### src/rtl/bp_me_cce_burst_monitor_if.sv
// Tap and status bundle for the CCE burst monitor: per-channel header/data
// handshake taps in, per-channel burst status out.
interface bp_me_cce_burst_monitor_if #(
    parameter int unsigned num_ch_p    = 6,
    parameter int unsigned bw_p        = 4,
    parameter int unsigned cnt_width_p = 32
);
    logic [num_ch_p-1:0]             hdr_v_i;
    logic [num_ch_p-1:0]             hdr_ready_and_i;
    logic [num_ch_p*bw_p-1:0]        hdr_beats_i;
    logic [num_ch_p-1:0]             data_v_i;
    logic [num_ch_p-1:0]             data_ready_and_i;

    logic [num_ch_p-1:0]             busy_o;
    logic [num_ch_p-1:0]             err_o;
    logic [num_ch_p*3-1:0]           err_code_o;
    logic [num_ch_p-1:0]             stall_o;
    logic [num_ch_p*cnt_width_p-1:0] hdr_count_o;
    logic [num_ch_p*cnt_width_p-1:0] beat_count_o;

    modport master (
        output hdr_v_i, hdr_ready_and_i, hdr_beats_i, data_v_i, data_ready_and_i,
        input  busy_o, err_o, err_code_o, stall_o, hdr_count_o, beat_count_o
    );

    modport slave (
        input  hdr_v_i, hdr_ready_and_i, hdr_beats_i, data_v_i, data_ready_and_i,
        output busy_o, err_o, err_code_o, stall_o, hdr_count_o, beat_count_o
    );
endinterface

### src/rtl/bp_me_cce_burst_monitor.sv
// Passive multi-channel BedRock burst monitor: tracks header/data bursts per
// channel, counts handshakes, and latches the first protocol or stall error.
module bp_me_cce_burst_monitor #(
    parameter int unsigned num_ch_p      = 6,
    parameter int unsigned max_beats_p   = 8,
    parameter int unsigned stall_limit_p = 1024,
    parameter int unsigned cnt_width_p   = 32
) (
    input  logic                        clk_i,
    input  logic                        reset_n_i,
    input  logic                        clear_i,
    bp_me_cce_burst_monitor_if.slave    mon
);
    localparam int unsigned bw = $clog2(max_beats_p + 1);
    localparam int unsigned tw = $clog2(stall_limit_p + 1);
    localparam logic [bw-1:0] max_beats_lp = bw'(max_beats_p);
    localparam logic [tw-1:0] limit_lp     = tw'(stall_limit_p);

    typedef enum logic {
        IDLE = 1'b0,
        DATA = 1'b1
    } state_e;

    logic [num_ch_p-1:0]                  busy;
    logic [num_ch_p-1:0]                  err;
    logic [num_ch_p-1:0]                  stall;
    logic [num_ch_p-1:0][2:0]             code;
    logic [num_ch_p-1:0][cnt_width_p-1:0] hdr_cnt;
    logic [num_ch_p-1:0][cnt_width_p-1:0] beat_cnt;

    for (genvar ch = 0; ch < num_ch_p; ch++) begin : g_ch
        state_e                 state_q, state_n;
        logic [bw-1:0]          rem_q, rem_n;
        logic [bw-1:0]          beats_raw, beats_eff;
        logic                   beats_oor;
        logic                   hdr_hs, data_hs, final_beat;
        logic                   hdr_wait, data_wait;
        logic [tw-1:0]          hdr_tmr_q, hdr_tmr_n, data_tmr_q, data_tmr_n;
        logic                   hdr_pend_q, data_pend_q;
        logic [6:1]             evt;
        logic [2:0]             evt_code;
        logic                   err_q, stall_q;
        logic [2:0]             code_q;
        logic [cnt_width_p-1:0] hdr_cnt_q, beat_cnt_q;

        assign hdr_hs     = mon.hdr_v_i[ch] & mon.hdr_ready_and_i[ch];
        assign data_hs    = mon.data_v_i[ch] & mon.data_ready_and_i[ch];
        assign hdr_wait   = mon.hdr_v_i[ch] & ~mon.hdr_ready_and_i[ch];
        assign data_wait  = mon.data_v_i[ch] & ~mon.data_ready_and_i[ch];
        assign beats_raw  = mon.hdr_beats_i[ch*bw +: bw];
        assign beats_oor  = (beats_raw > max_beats_lp);
        assign beats_eff  = beats_oor ? max_beats_lp : beats_raw;
        assign final_beat = data_hs && (rem_q == bw'(1));

        // Burst FSM, stall timers and error event detection
        always_comb begin
            state_n    = state_q;
            rem_n      = rem_q;
            hdr_tmr_n  = '0;
            data_tmr_n = '0;
            evt        = '0;
            evt_code   = 3'd0;

            if (hdr_wait)
                hdr_tmr_n = (hdr_tmr_q == limit_lp) ? hdr_tmr_q : hdr_tmr_q + tw'(1);
            if (data_wait)
                data_tmr_n = (data_tmr_q == limit_lp) ? data_tmr_q : data_tmr_q + tw'(1);

            evt[3] = hdr_hs & beats_oor;
            evt[4] = hdr_pend_q & ~mon.hdr_v_i[ch];
            evt[5] = data_pend_q & ~mon.data_v_i[ch];
            evt[6] = ((hdr_tmr_n == limit_lp) && (hdr_tmr_q != limit_lp)) ||
                     ((data_tmr_n == limit_lp) && (data_tmr_q != limit_lp));

            case (state_q)
                IDLE: begin
                    if (hdr_hs && (beats_eff != '0)) begin
                        // A malformed (clamped) header cannot claim the concurrent beat
                        if (data_hs && !beats_oor) begin
                            rem_n   = beats_eff - bw'(1);
                            state_n = (beats_eff == bw'(1)) ? IDLE : DATA;
                        end else begin
                            rem_n   = beats_eff;
                            state_n = DATA;
                            evt[1]  = data_hs;
                        end
                    end else begin
                        evt[1] = data_hs;
                    end
                end
                DATA: begin
                    if (hdr_hs) begin
                        evt[2]  = ~final_beat;
                        rem_n   = beats_eff;
                        state_n = (beats_eff == '0) ? IDLE : DATA;
                    end else if (data_hs) begin
                        rem_n   = rem_q - bw'(1);
                        state_n = (rem_q == bw'(1)) ? IDLE : DATA;
                    end
                end
                default: begin
                    state_n = IDLE;
                    rem_n   = '0;
                end
            endcase

            for (int k = 6; k >= 1; k--)
                if (evt[k]) evt_code = 3'(k);
        end

        // Burst state is never cleared so a mid-burst clear stays in sync
        always_ff @(posedge clk_i or negedge reset_n_i) begin
            if (!reset_n_i) begin
                state_q     <= IDLE;
                rem_q       <= '0;
                hdr_pend_q  <= 1'b0;
                data_pend_q <= 1'b0;
                hdr_tmr_q   <= '0;
                data_tmr_q  <= '0;
                err_q       <= 1'b0;
                code_q      <= 3'd0;
                stall_q     <= 1'b0;
                hdr_cnt_q   <= '0;
                beat_cnt_q  <= '0;
            end else begin
                state_q     <= state_n;
                rem_q       <= rem_n;
                hdr_pend_q  <= hdr_wait;
                data_pend_q <= data_wait;
                if (clear_i) begin
                    hdr_tmr_q  <= '0;
                    data_tmr_q <= '0;
                    err_q      <= 1'b0;
                    code_q     <= 3'd0;
                    stall_q    <= 1'b0;
                    hdr_cnt_q  <= '0;
                    beat_cnt_q <= '0;
                end else begin
                    hdr_tmr_q  <= hdr_tmr_n;
                    data_tmr_q <= data_tmr_n;
                    stall_q    <= (hdr_tmr_n == limit_lp) || (data_tmr_n == limit_lp);
                    if (!err_q && (evt != '0)) begin
                        err_q  <= 1'b1;
                        code_q <= evt_code;
                    end
                    if (hdr_hs && (hdr_cnt_q != '1))
                        hdr_cnt_q <= hdr_cnt_q + cnt_width_p'(1);
                    if (data_hs && (beat_cnt_q != '1))
                        beat_cnt_q <= beat_cnt_q + cnt_width_p'(1);
                end
            end
        end

        assign busy[ch]     = (state_q == DATA);
        assign err[ch]      = err_q;
        assign code[ch]     = code_q;
        assign stall[ch]    = stall_q;
        assign hdr_cnt[ch]  = hdr_cnt_q;
        assign beat_cnt[ch] = beat_cnt_q;
    end

    assign mon.busy_o       = busy;
    assign mon.err_o        = err;
    assign mon.err_code_o   = code;
    assign mon.stall_o      = stall;
    assign mon.hdr_count_o  = hdr_cnt;
    assign mon.beat_count_o = beat_cnt;
endmodule
### src/flat_wrapper.sv
// flat-port wrapper written by rule: the top's interface ports become plain ports
module bp_me_cce_burst_monitor_flat 
#(
    parameter int unsigned num_ch_p      = 6,
    parameter int unsigned max_beats_p   = 8,
    parameter int unsigned stall_limit_p = 1024,
    parameter int unsigned cnt_width_p   = 32
)
  (clk_i, reset_n_i, clear_i, mon_hdr_v_i, mon_hdr_ready_and_i, mon_hdr_beats_i, mon_data_v_i, mon_data_ready_and_i, mon_busy_o, mon_err_o, mon_err_code_o, mon_stall_o, mon_hdr_count_o, mon_beat_count_o);
  bp_me_cce_burst_monitor_if #(.num_ch_p(num_ch_p), .cnt_width_p(cnt_width_p)) mon_i ();
  input  logic clk_i;
  input  logic reset_n_i;
  input  logic clear_i;
  input wire logic [$bits(mon_i.hdr_v_i)-1:0] mon_hdr_v_i;
  input wire logic [$bits(mon_i.hdr_ready_and_i)-1:0] mon_hdr_ready_and_i;
  input wire logic [$bits(mon_i.hdr_beats_i)-1:0] mon_hdr_beats_i;
  input wire logic [$bits(mon_i.data_v_i)-1:0] mon_data_v_i;
  input wire logic [$bits(mon_i.data_ready_and_i)-1:0] mon_data_ready_and_i;
  output wire logic [$bits(mon_i.busy_o)-1:0] mon_busy_o;
  output wire logic [$bits(mon_i.err_o)-1:0] mon_err_o;
  output wire logic [$bits(mon_i.err_code_o)-1:0] mon_err_code_o;
  output wire logic [$bits(mon_i.stall_o)-1:0] mon_stall_o;
  output wire logic [$bits(mon_i.hdr_count_o)-1:0] mon_hdr_count_o;
  output wire logic [$bits(mon_i.beat_count_o)-1:0] mon_beat_count_o;
  assign mon_i.hdr_v_i = mon_hdr_v_i;
  assign mon_i.hdr_ready_and_i = mon_hdr_ready_and_i;
  assign mon_i.hdr_beats_i = mon_hdr_beats_i;
  assign mon_i.data_v_i = mon_data_v_i;
  assign mon_i.data_ready_and_i = mon_data_ready_and_i;
  assign mon_busy_o = mon_i.busy_o;
  assign mon_err_o = mon_i.err_o;
  assign mon_err_code_o = mon_i.err_code_o;
  assign mon_stall_o = mon_i.stall_o;
  assign mon_hdr_count_o = mon_i.hdr_count_o;
  assign mon_beat_count_o = mon_i.beat_count_o;
  bp_me_cce_burst_monitor #(.num_ch_p(num_ch_p), .max_beats_p(max_beats_p), .stall_limit_p(stall_limit_p), .cnt_width_p(cnt_width_p)) u_core (.clk_i(clk_i), .reset_n_i(reset_n_i), .clear_i(clear_i), .mon(mon_i));
endmodule
### config.mk
export PLATFORM = sky130hd
export DESIGN_NAME = bp_me_cce_burst_monitor_flat
export DESIGN_NICKNAME = d
export VERILOG_FILES = /design/src/rtl/bp_me_cce_burst_monitor_if.sv /design/src/rtl/bp_me_cce_burst_monitor.sv /design/src/flat_wrapper.sv
export SDC_FILE = /design/constraint.sdc
export NUM_CORES = 1
export LEC_CHECK = 0
export BUFFER_PORTS_ARGS = -buffer_cell sky130_fd_sc_hd__buf_2
export CAP_MARGIN = 25
export CORE_MARGIN = 8
export CORE_UTILIZATION = 56
export CTS_BUF_LIST = sky130_fd_sc_hd__clkbuf_16
export DETAILED_ROUTE_END_ITERATION = 8
export GPL_TIMING_DRIVEN = 0
export HOLD_SLACK_MARGIN = 0.03
export PLACE_DENSITY_LB_ADDON = 0.2
export SETUP_SLACK_MARGIN = 0.1
export SLEW_MARGIN = 20
export SYNTH_ARGS = -nofsm -noshare
export SYNTH_HDL_FRONTEND = slang
export SYNTH_SLANG_ARGS = --single-unit
### constraint.sdc
create_clock -name clk_i -period 3.18 [get_ports clk_i]
set_input_delay 0.477 -clock clk_i [delete_from_list [all_inputs] [get_ports clk_i]]
set_output_delay 0.477 -clock clk_i [all_outputs]
set_load 0.005 [all_outputs]
== Word level (Yosys, flattened, before mapping) ==
Index checks and enable logic that the tools add are counted.

* Reduce and logical (&&, ||, !) cells: 114
* Eq/ne operators: 72
* Multiplexer cells: 240
* $lt $le $gt $ge: 6
* Add/sub/neg operators: 36
* Bitwise gates (word level): 78

{| class="wikitable"
|+ Operators by type and width
! operator !! number
|-
| $mux W32 || 24
|-
| $mux W11 || 36
|-
| $add A32 B1 Y32 const B || 12
|-
| $ne A32 B32 Y1 const B || 12
|-
| $eq A11 B11 Y1 const B || 24
|-
| $mux W3 || 48
|-
| $add A11 B1 Y11 const B || 12
|-
| $ne A11 B11 Y1 const B || 12
|-
| $mux W4 || 30
|-
| $mux W1 || 90
|-
| $eq A4 B1 Y1 const B || 12
|-
| $logic_and A1 B1 Y1 || 48
|-
| $pmux W4 S2 || 6
|-
| $sub A4 B1 Y4 const B || 12
|-
| $and A1 B1 Y1 || 42
|-
| $not A1 Y1 || 36
|-
| $reduce_bool A2 Y1 || 18
|-
| $reduce_bool A6 Y1 || 6
|-
| $gt A4 B4 Y1 const B || 6
|-
| $logic_not A4 Y1 || 6
|-
| $reduce_bool A4 Y1 || 6
|-
| $ne A3 B3 Y1 const B || 6
|-
| $logic_not A1 Y1 || 12
|-
| $logic_or A1 B1 Y1 || 12
|-
| other kinds (3) || 18
|}

* Bits of input ports: 51
* Output and inout port bits: 420
* Register bits after elaboration: 588

== Depth between registers and ports, before layout ==
* Depth in word-level cells: 14
* Depth in mapped cells: 10

== Worst setup path after synthesis ==
Ideal clock, no wire load.

* Path type: flip-flop to flip-flop
* Start point: register u_core.g_ch[1].hdr_tmr_q[0]
* End point: register u_core.g_ch[1].code_q[1]
* Slack: 690 ps
* Data arrival time: 2396 ps
* Stages on the path, launching flop included: 10
* Period minus slack after synthesis: 2490 ps
* Setup time: 94 ps
* Path buffers: 0
* Required time: 3086 ps
* Path through: dfrtp_1 -> inv_1 -> ha_1 -> nor4bb_1 -> nand3_1 -> mux2i_1 -> or4_4 -> o32ai_4 -> o22ai_1 -> a211oi_1

* Longest elaborated chain between the ends: 14

{| class="wikitable"
|+ RTL lines
! item !! RTL line !! RTL
|-
| start: declaration || bp_me_cce_burst_monitor.sv:38 || <nowiki>logic [tw-1:0] hdr_tmr_q, hdr_tmr_n, data_tmr_q, data_tmr_n;</nowiki>
|-
| start signal: assignment || bp_me_cce_burst_monitor.sv:139 || <nowiki>hdr_tmr_q <= hdr_tmr_n;</nowiki>
|-
| $add A11 B1 Y11 / $eq A11 B11 Y1 (equally long branches) || bp_me_cce_burst_monitor.sv:65 || <nowiki>hdr_tmr_n = (hdr_tmr_q == limit_lp) ? hdr_tmr_q : hdr_tmr_q + tw'(1);</nowiki>
|-
| $mux W11 || bp_me_cce_burst_monitor.sv:65 ||
|-
| $mux W11 || bp_me_cce_burst_monitor.sv:64 || <nowiki>if (hdr_wait)</nowiki>
|-
| $eq A11 B11 Y1 || bp_me_cce_burst_monitor.sv:72 || <nowiki>evt[6] = ((hdr_tmr_n == limit_lp) && (hdr_tmr_q != limit_lp)) ||</nowiki>
|-
| $logic_and A1 B1 Y1 * || bp_me_cce_burst_monitor.sv:72 ||
|-
| $logic_or A1 B1 Y1 * || bp_me_cce_burst_monitor.sv:72 ||
|-
| $mux W3 (6 in a row) || bp_me_cce_burst_monitor.sv:108 || <nowiki>if (evt[k]) evt_code = 3'(k);</nowiki>
|-
| $mux W3 || bp_me_cce_burst_monitor.sv:142 || <nowiki>if (!err_q && (evt != '0)) begin</nowiki>
|-
| $mux W3 || bp_me_cce_burst_monitor.sv:130 || <nowiki>if (clear_i) begin</nowiki>
|-
| end signal: assignment || bp_me_cce_burst_monitor.sv:144 || <nowiki>code_q <= evt_code;</nowiki>
|-
| end: declaration || bp_me_cce_burst_monitor.sv:43 || <nowiki>logic [2:0] code_q;</nowiki>
|}

Every way passes the cells marked *; elsewhere a longest branch is shown, timed or not. The select of a mux whose other input is x is not followed.
A chain may end at the register's enable or synchronous reset.

== Worst setup path in the final report ==
Ends and elaborated chain as after synthesis.

==> impl_metrics.csv <==
group,metric,value,unit
status,outcome,"completed",
critical_path,path_class,"reg2reg",
layout,area_growth,17.0,%
critical_path,crit_slowest_cell,"or4_4",
routing,dr.pass1.iters,8,
synth,synth_edf_count,0,
clock_tree,htreeDepth,3,
synth,synth_cells,3672,
clock_tree,clk_root_buffer_cell,"clkbuf_16",
worst_hold_path,hold_path_class,"in2reg",
layout,nets,4326,
routing,wl_met3,7710,um
clock_tree,clkLatencyLatePin,0.60,ns
floorplan,ios,471,
synth,ys_ff_latch,588,
clock_tree,cts_tree,"done",
sta,drv_slew,0,
clock_tree,cts.sinks,588,
layout,seq_area,0.0147,sq mm
floorplan,rows,89,
synth,yosysSeqAreaShare,44.6,%
floorplan,die_y,259,um
pwr,powerDensity,447,mW/mm^2
routing,vias_per_cell,5.76,
routing,vias,29000,
grt,grt_pass1_vias,27800,
routing,wl_per_cell,18.7,um
sta,setup-tns-final,0,ns
routing,wl_met2,43300,um
clock_tree,cts.clk_slew.worst_paths,0.06,ns
sta,period_share,90.1,%
routing,wl,94100,um
pwr,finalPower,17.3,mW
critical_path,crit_arrival,3.34,ns
synth,synth_common_cells,"nor2_1, dfrtp_1, nand2_1",
grt,overflow,0,
grt,antenna_found_initial,5,
layout,fillers,4896,
critical_path,crit_path_end_kind,"flip-flop",
grt,grt_max_degree,95,
critical_path,path_cells,"inv_1, ha_1, nor4bb_1, nand3_1, mux2i_1, or4_4, o32ai_4, o22ai_1, a211oi_1",
synth,synth_top_area_share,44.6,%
job,max_cap_viol_count,0,
sta,worst_pin_slew,1.07,ns
routing,drc_errors,0,
synth,synth_largest_area_cell,"dfrtp_1",
floorplan,chipWidth,259,um
synth,ys_async_sr_fraction,100,%
pwr,leakage,17.4,nW
routing,ant_nets,0,
synth,synth.area.top_cells,"dfrtp_1, nor2_1, xor2_1",
sta,relSlewSlack,28.9,%
sta,finalHoldViolCount,0,
critical_path,required,3.66,ns
critical_path,path_max_fanout,9,
synth,syn-num-nets,3783,
floorplan,dieArea,0.0670,sq mm
synth,synth_top_flop_cell,"dfrtp_1",
layout,post-route-util,65.8,%
clock_tree,cts_buffers,68,
critical_path,cpPeakStageDelay,0.52,ns
routing,dr.first_iter.drc_count,2401,
placed_design,io_buffers,464,
floorplan,start_util,56.2,%
layout,multiInputGateArea,0.0171,sq mm
synth,yosysUniqueCellTypes,85,
pwr,peakVddDrop,0.372,mV
synth,syn_area,0.0330,sq mm
synth,syn_avg_cell_area,8.99,sq um
placed_design,post-place-ws,0.136,ns
placed_design,dpl.hpwl,69600,um
synth,synthMostInstantiatedCell,"nor2_1",
synth,yosysWarnings,0,
sta,fin_ws,0.315,ns
routing,met1_length,39400,um
clock_tree,cts_buffer_depth,3,
routing,highest-signal-layer,"met5",
layout,drive_above_1_share,15.0,%
floorplan,fp.coreArea,0.0587,sq mm
grt,gr-usage-all-layers,27.4,%
placed_design,place_congestion,0.924,
sta,period_minus_slack,2.87,ns
sta,finClkSkew,0.0269,ns
grt,grt_pass1_wl,150000,um
critical_path,worst_setup_path_start_kind,"flip-flop",
sta,max_freq,349,MHz
sta,setup_viol,0,
sta,rsz0062_at_grt,"false",
metrics by stage:
step / hold slack (ns) / std cells / cell area [sq um]
global placement: 0.501 / 4909 / 36300
global route: 0.0736 / 5038 / 38600
finish: 0.0960 / 5038 / 38600
floorplan: 0.181 / 3672 / 33000
CTS: 0.0624 / 5037 / 38600
detailed placement: 0.509 / 4917 / 36500
layout make-up:
| type | instances | area share (%) |
|---|---|---|
| antenna | 1 | 0.00648 |
| clock inverter | 48 | 0.855 |
| sequential | 588 | 38.1 |
| clock buffer | 71 | 4.60 |
| buffer | 151 | 1.73 |
| tap | 773 | 2.50 |
| multi-input combinational | 2794 | 44.3 |
| timing repair buffer | 473 | 6.56 |
| inverter | 139 | 1.35 |
sequential cells by signal, indices dropped and copies added, names as in the netlist:
register,cells
u_core.g_ch.state_q,6
u_core.g_ch.beat_cnt_q,192
u_core.g_ch.stall_q,6
u_core.g_ch.data_pend_q,6
u_core.g_ch.err_q,6
u_core.g_ch.hdr_pend_q,6
u_core.g_ch.code_q,18
u_core.g_ch.rem_q,24
u_core.g_ch.hdr_tmr_q,66
u_core.g_ch.data_tmr_q,66
u_core.g_ch.hdr_cnt_q,192
power by group:
group	leakage, nW	switching (mW)	internal (mW)	total [mW]
sequential	8.10	0.239	7.72	7.96
clock	1.09	3.09	4.41	7.50
combinational	8.21	1.12	0.704	1.82
total	17.4	4.44	12.8	17.3
placed cells by master (no fill, tap or decap), drive strengths merged, types with 57 or more instances in the layout:
cell type / synthesis / layout
o21ai: 115 / 115
and4: 68 / 68
nand3: 220 / 220
nor4: 72 / 72
nor2: 610 / 610
ha: 60 / 60
nor3: 104 / 104
a21oi: 167 / 167
inv: 138 / 154
and3: 71 / 71
nand2: 262 / 262
xor2: 257 / 257
nand4: 142 / 142
dfrtp: 588 / 588
xnor2: 212 / 212
clkbuf: 118 / 189
or3: 57 / 57
buf: 33 / 505
logic make-up (layout without fill, tap and decap cells):
family	after synthesis	in the layout	synth area share (%)
xor gates and xnor gates	469	469	12.4
other	0	1	0
DFF	588	588	44.6
AOI/OAI and AO/OA	470	470	9.26
buffers and inverters	290	882	3.60
adders and majority gates	60	60	2.27
muxes	35	35	1.08
and+or+nand+nor	1760	1760	26.7
layer usage:
| layer | global-route usage [%] | vias up |
|---|---|---|
| met5 | 0 | - |
| met4 | 10.5 | 8 |
| met3 | 8.17 | 210 |
| met2 | 43.5 | 896 |
| met1 | 35.1 | 14000 |
| li1 | - | 13900 |
path summary, 6_finish.rpt:
| check | end | from | cells past startpoint | slack (ns) |
|---|---|---|---|---|
| max in group asynchronous | u_core.g_ch[2].beat_cnt_q[28] | reset_n_i | 5 | 1.06 |
| min in group asynchronous | u_core.g_ch[1].hdr_cnt_q[13] | reset_n_i | 2 | 0.46 |
| max reg2reg | u_core.g_ch[1].code_q[1] | u_core.g_ch[1].hdr_tmr_q[0] | 9 | 0.31 |
| min | u_core.g_ch[1].data_pend_q | mon_data_ready_and_i[1] | 2 | 0.1 |
| min reg2reg | u_core.g_ch[4].code_q[2] | u_core.g_ch[4].code_q[2] | 2 | 0.51 |
| max | u_core.g_ch[1].code_q[1] | u_core.g_ch[1].hdr_tmr_q[0] | 9 | 0.31 |
what timing repair did:
action                     CTS  global route
setup buffers                0             0
resized for setup            0             1
setup endpoints to repair    0            11
hold endpoints to repair    86             0
hold buffers                 1             0
critical path, delay by kind of cell, from the launching register on:
kind	cells	cell delay [ns]
simple gates	3	1.06
fa+ha+maj	1	0.14
compound gates	3	0.79
flops	1	0.46
mux	1	0.22
buf+inv	1	0.09
No activity file was read; power rests on OpenSTA's default activity.
